## src/rtl/mc_pkg.sv

```systemverilog
// Shared encodings for the multi-cycle MIPS-subset control unit.
package mc_pkg;

  localparam int unsigned OP_W    = 6;
  localparam int unsigned FUNCT_W = 6;
  localparam int unsigned STATE_W = 4;
  localparam int unsigned ALU_W   = 3;

  localparam logic [OP_W-1:0] OP_RTYPE = 6'b000000;
  localparam logic [OP_W-1:0] OP_LW    = 6'b100011;
  localparam logic [OP_W-1:0] OP_SW    = 6'b101011;
  localparam logic [OP_W-1:0] OP_BEQ   = 6'b000100;
  localparam logic [OP_W-1:0] OP_J     = 6'b000010;
  localparam logic [OP_W-1:0] OP_ADDI  = 6'b001000;
  localparam logic [OP_W-1:0] OP_ORI   = 6'b001101;

  localparam logic [FUNCT_W-1:0] FN_ADD = 6'b100000;
  localparam logic [FUNCT_W-1:0] FN_SUB = 6'b100010;
  localparam logic [FUNCT_W-1:0] FN_AND = 6'b100100;
  localparam logic [FUNCT_W-1:0] FN_OR  = 6'b100101;
  localparam logic [FUNCT_W-1:0] FN_SLT = 6'b101010;

  localparam logic [ALU_W-1:0] ALU_AND = 3'b000;
  localparam logic [ALU_W-1:0] ALU_OR  = 3'b001;
  localparam logic [ALU_W-1:0] ALU_ADD = 3'b010;
  localparam logic [ALU_W-1:0] ALU_SUB = 3'b110;
  localparam logic [ALU_W-1:0] ALU_SLT = 3'b111;

  localparam logic [1:0] PCSRC_ALU    = 2'b00;
  localparam logic [1:0] PCSRC_ALUOUT = 2'b01;
  localparam logic [1:0] PCSRC_JUMP   = 2'b10;

  localparam logic [1:0] SRCB_B      = 2'b00;
  localparam logic [1:0] SRCB_FOUR   = 2'b01;
  localparam logic [1:0] SRCB_IMM    = 2'b10;
  localparam logic [1:0] SRCB_BRANCH = 2'b11;

  typedef enum logic [STATE_W-1:0] {
    S_IF  = 4'd0,
    S_ID  = 4'd1,
    S_MA  = 4'd2,
    S_LWM = 4'd3,
    S_LWB = 4'd4,
    S_SWM = 4'd5,
    S_REX = 4'd6,
    S_RWB = 4'd7,
    S_BEQ = 4'd8,
    S_J   = 4'd9,
    S_IEX = 4'd10,
    S_IWB = 4'd11
  } state_t;

  // States whose exit completes an instruction
  function automatic logic is_retire(state_t s);
    return (s == S_LWB) || (s == S_SWM) || (s == S_RWB) ||
           (s == S_IWB) || (s == S_BEQ) || (s == S_J);
  endfunction

endpackage

```

## src/rtl/mc_ctrl_alu_dec.sv

```systemverilog
// R-type funct to ALU operation decoder, flags unsupported funct codes.
module alu_dec
  import mc_pkg::*;
(
  input  logic [FUNCT_W-1:0] funct,
  output logic [ALU_W-1:0]   alu_ctrl,
  output logic               illegal
);

  always_comb begin
    alu_ctrl = ALU_ADD;
    illegal  = 1'b0;
    case (funct)
      FN_ADD:  alu_ctrl = ALU_ADD;
      FN_SUB:  alu_ctrl = ALU_SUB;
      FN_AND:  alu_ctrl = ALU_AND;
      FN_OR:   alu_ctrl = ALU_OR;
      FN_SLT:  alu_ctrl = ALU_SLT;
      default: illegal  = 1'b1;
    endcase
  end

endmodule

```

## src/rtl/mc_ctrl.sv

```systemverilog
// Multi-cycle control FSM: sequences fetch/decode/execute/memory/writeback
// and counts retired instructions.
module mc_ctrl
  import mc_pkg::*;
#(
  parameter int unsigned CNT_W = 32
) (
  input  logic               Clk,
  input  logic               Rst,
  input  logic [OP_W-1:0]    Op,
  input  logic [FUNCT_W-1:0] Funct,
  input  logic               Zero,
  output logic               PCWrite,
  output logic [1:0]         PCSrc,
  output logic               IRWrite,
  output logic               RegWrite,
  output logic               RegDst,
  output logic               MemtoReg,
  output logic               MemRead,
  output logic               MemWrite,
  output logic               ALUSrcA,
  output logic [1:0]         ALUSrcB,
  output logic               ExtOp,
  output logic [ALU_W-1:0]   ALUCtrl,
  output logic [STATE_W-1:0] State,
  output logic               Illegal,
  output logic [CNT_W-1:0]   Icount
);

  state_t             state, next_state;
  logic [ALU_W-1:0]   funct_alu;
  logic               funct_bad;

  alu_dec u_alu_dec (
    .funct    (Funct),
    .alu_ctrl (funct_alu),
    .illegal  (funct_bad)
  );

  always_ff @(posedge Clk or posedge Rst) begin
    if (Rst) state <= S_IF;
    else     state <= next_state;
  end

  always_ff @(posedge Clk or posedge Rst) begin
    if (Rst)                  Icount <= '0;
    else if (is_retire(state)) Icount <= Icount + CNT_W'(1);
  end

  assign State = state;

  always_comb begin
    next_state = S_IF;
    PCWrite    = 1'b0;
    PCSrc      = PCSRC_ALU;
    IRWrite    = 1'b0;
    RegWrite   = 1'b0;
    RegDst     = 1'b0;
    MemtoReg   = 1'b0;
    MemRead    = 1'b0;
    MemWrite   = 1'b0;
    ALUSrcA    = 1'b0;
    ALUSrcB    = SRCB_B;
    ExtOp      = 1'b1;
    ALUCtrl    = ALU_ADD;
    Illegal    = 1'b0;
    case (state)
      S_IF: begin
        IRWrite    = 1'b1;
        PCWrite    = 1'b1;
        ALUSrcB    = SRCB_FOUR;
        next_state = S_ID;
      end
      S_ID: begin
        // ALUOut captures PC + (imm<<2) for a possible branch
        ALUSrcB = SRCB_BRANCH;
        case (Op)
          OP_LW, OP_SW:     next_state = S_MA;
          OP_BEQ:           next_state = S_BEQ;
          OP_J:             next_state = S_J;
          OP_ADDI, OP_ORI:  next_state = S_IEX;
          OP_RTYPE: begin
            if (funct_bad) Illegal    = 1'b1;
            else           next_state = S_REX;
          end
          default:          Illegal    = 1'b1;
        endcase
      end
      S_MA: begin
        ALUSrcA    = 1'b1;
        ALUSrcB    = SRCB_IMM;
        next_state = (Op == OP_LW) ? S_LWM : S_SWM;
      end
      S_LWM: begin
        MemRead    = 1'b1;
        next_state = S_LWB;
      end
      S_LWB: begin
        RegWrite = 1'b1;
        MemtoReg = 1'b1;
      end
      S_SWM: MemWrite = 1'b1;
      S_REX: begin
        ALUSrcA    = 1'b1;
        ALUCtrl    = funct_alu;
        next_state = S_RWB;
      end
      S_RWB: begin
        RegWrite = 1'b1;
        RegDst   = 1'b1;
      end
      S_IEX: begin
        ALUSrcA    = 1'b1;
        ALUSrcB    = SRCB_IMM;
        next_state = S_IWB;
        if (Op == OP_ORI) begin
          ExtOp   = 1'b0;
          ALUCtrl = ALU_OR;
        end
      end
      S_IWB: RegWrite = 1'b1;
      S_BEQ: begin
        ALUSrcA = 1'b1;
        ALUCtrl = ALU_SUB;
        PCSrc   = PCSRC_ALUOUT;
        PCWrite = Zero;
      end
      S_J: begin
        PCWrite = 1'b1;
        PCSrc   = PCSRC_JUMP;
      end
      default: next_state = S_IF;
    endcase
    // Architectural write enables stay quiet while reset is asserted
    if (Rst) begin
      PCWrite  = 1'b0;
      IRWrite  = 1'b0;
      RegWrite = 1'b0;
      MemWrite = 1'b0;
    end
  end

endmodule
```

## config.mk

```make
export PLATFORM = sky130hd
export DESIGN_NAME = mc_ctrl
export DESIGN_NICKNAME = d
export VERILOG_FILES = /design/src/rtl/mc_pkg.sv /design/src/rtl/mc_ctrl_alu_dec.sv /design/src/rtl/mc_ctrl.sv
export SDC_FILE = /design/constraint.sdc
export NUM_CORES = 1
export LEC_CHECK = 0
export ABC_CLOCK_PERIOD_IN_PS = 3150
export CORE_MARGIN = 4
export CORE_UTILIZATION = 49
export CTS_CLUSTER_DIAMETER = 30
export DETAILED_ROUTE_END_ITERATION = 8
export PLACE_DENSITY = 0.93
export SKIP_CTS_REPAIR_TIMING = 1
export SYNTH_ARGS = -nofsm -noshare
export SYNTH_HDL_FRONTEND = slang
export SYNTH_SLANG_ARGS = --single-unit
```

## constraint.sdc

```tcl
create_clock -name Clk -period 3.15 [get_ports Clk]
set_input_delay 0.4725 -clock Clk [delete_from_list [all_inputs] [get_ports Clk]]
set_output_delay 0.4725 -clock Clk [all_outputs]
set_load 0.1 [all_outputs]
```

==> flow_summary.toml <==
[global_route]
grt_busiest_layer = "met2"
grt_pass1_vias = 1743
antenna_found_initial = 0
grt_max_degree = 28
met2_usage_pct = 34.08
track_usage_pct = 20.09
grt_util_met1_pct = 25.52
grt_pass1_wl_um = 8273
grt-ovfl-total = 0
met3_usage_pct = 5.189

[drt]
wl_um = 4900
route.detailed.drc = 0
routedWlPerCell_um = 15.17
first_iter_violations = 89
viasPerCell = 5.393
dr.pass1.iters = 4
vias = 1742
postRouteAntennaNets = 0

[timing]
rsz0062_at_grt = "false"
clock_skew_ns = 0.002074
min_period_ns = 2.751
setup_viol = 0
slew_headroom_pct = 56.09
fin_ws_ns = 0.3990
drv_slew = 0
fmax_ghz = 0.3635
hold_violations = 0
fin_crit_sh_pct = 87.33
tightest_slew_ns = 0.6587

[critical_path]
worstReg2RegEnd = "Icount[30]"
r2r_setup_slack_ns = 0.90
crit_path_end_kind = "output port"
crit_required_ns = 2.68
rr_startpoint = "State[0]"
start_kind = "input port"
arrival_ns = 2.28
crit_fanout = 7
crit_type = "in -> out"
ff2ff_path_depth = 5

[clock_tree]
clockBufferDepth = 2
cts_root_buf = "clkbuf_8"
clk_pin_slew_ns = 0.07
cts_buffers = 5
clock-sinks = 36
htree_levels = 2
clock_latency_ns = 0.28
cts_tree = "built"

[finish]
ff_latch_area_um2 = 903.4
fin_nets = 290
drive_gt1_share_pct = 30.91
area_delta_synth_final_pct = 41.31
final.fill_count = 297
multi_input_area_mm2 = 0.001107
final_core_utilization_pct = 74.22
antenna_cells = 0

[synth]
seq_area_frac_synth_pct = 45.48
synthMostInstantiatedCell = "dfrtp_1"
synth_top_cell_by_area = "dfrtp_1"
synth_enable_flop_cells = 0
ys_top_cells_by_count = "dfrtp_1, xnor2_1, nand2_1, nor2_1, nand3_1"
synthCells = 203
yosys_most_used_dff = "dfrtp_1"
netlist.area_leader.share_pct = 45.48
synth_area_mm2 = 0.001981
synth_seq_cells = 36
yosysWarnings = 0
ys_async_sr_fraction_pct = 100.0
ys_top_cells_by_area = "dfrtp_1, xnor2_1, nand3_1"
yosysUniqueCellTypes = 41
syn-num-nets = 219
avgSynthCellArea_um2 = 9.757

[power]
ir_drop_uv = 644.2
p_per_area_mw_per_mm2 = 614.4
leakage_nw = 1.258
p_total_mw = 1.720

[floorplan]
die_w_um = 71.58
rows = 22
dieArea_mm2 = 0.005123
ios = 68
start_util_pct = 52.52
coreArea_mm2 = 0.003771
die_h_um = 71.58

[worst_hold_path]
hold_path_end = "Icount[31]"
min_path_type = "reg -> reg"
worstHoldStart = "Icount[31]"
min_path_cells = 1

[run_status]
outcome = "complete, no violations"

[place]
gp_congestion = 0.7536
port_buffers = 67
pre_cts_slack_ns = 0.4152
dp_hpwl_um = 3835

[run]
cap_violations = 0
-- sequential cells by signal (all words and copies together), names as in the netlist --
signal,flops
Icount,32
State,4
-- cells by family after synthesis --
family / after synthesis / share of synthesized area, %
fa+ha+maj: 1 / 0.6316
compound gates: 21 / 7.202
xor+xnor: 33 / 14.59
simple gates: 99 / 28.87
buf+inv: 12 / 2.653
flops: 36 / 45.48
mux: 1 / 0.5685
-- cells in the final DEF, fill, tap and decap left out, types with 2 or more instances in the layout --
cell type,instances
nor2b_1,3
and3_1,6
nor3_1,7
o21ai_0,4
clkbuf_8,5
clkdlybuf4s50_1,14
a21oi_1,5
nand3_2,2
buf_12,3
buf_4,52
xnor2_1,25
or3_1,2
dfrtp_1,34
a31oi_1,2
nor2_1,14
nand4_1,3
or2_2,2
dfrtp_2,2
nor3_2,5
nand2_1,16
a32o_1,2
nand3_1,14
xor2_1,8
and4_1,3
nor4_1,2
inv_1,6
a2111oi_0,2
nand2b_1,6
nor3_4,3
-- where the power goes --
part / switching [mW] / internal, mW
Clock: 0.166 / 0.234
Combinational: 0.564 / 0.181
Sequential: 0.0817 / 0.493
-- metrics by stage --
step                area [µm²]  hold WS (ns)  TNS [ns]  instances
floorplan                 2063        0.6110    -1.242        203
global placement          2688        0.4635         0        315
detailed placement        2688        0.4743         0        315
CTS                       2799        0.4841         0        323
global route              2799        0.5063         0        323
finish                    2799        0.4822         0        323
-- layer usage --
layer | up-vias | wire [µm]
li1 | 860 | -
met1 | 823 | 2078
met2 | 50 | 2483
met3 | 9 | 268
met4 | 0 | 70
met5 | - | 0
-- worst max-delay path, cell delays in order --
cell and delay, ns:
clkdlybuf4s50_1 0.53, or3_1 0.42, a2111oi_0 0.44, buf_4 0.20
nor3_4 0.05, buf_12 0.17
-- worst max-delay path by stage --
stage	slack, ns	cells after the start	startpoint	endpoint
2_1_floorplan	-0.60	2	State[0]	PCSrc[0]
3_3_place_gp	0.47	6	Op[3]	Illegal
3_5_place_dp	0.42	6	Op[3]	Illegal
4_1_cts	0.41	6	Op[3]	Illegal
5_1_grt	0.30	6	Op[0]	Illegal
6_report	0.40	6	Op[3]	Illegal
-- final cells by class --
| type | count | area share, % |
|---|---|---|
| Sequential cell | 36 | 32.28 |
| Clock buffer | 5 | 2.459 |
| Multi-Input combinational cell | 155 | 39.56 |
| Inverter | 7 | 0.9388 |
| Clock inverter | 3 | 1.520 |
| Tap cell | 48 | 2.146 |
| Timing Repair Buffer | 69 | 21.10 |
(Power assumes the default switching activity.)
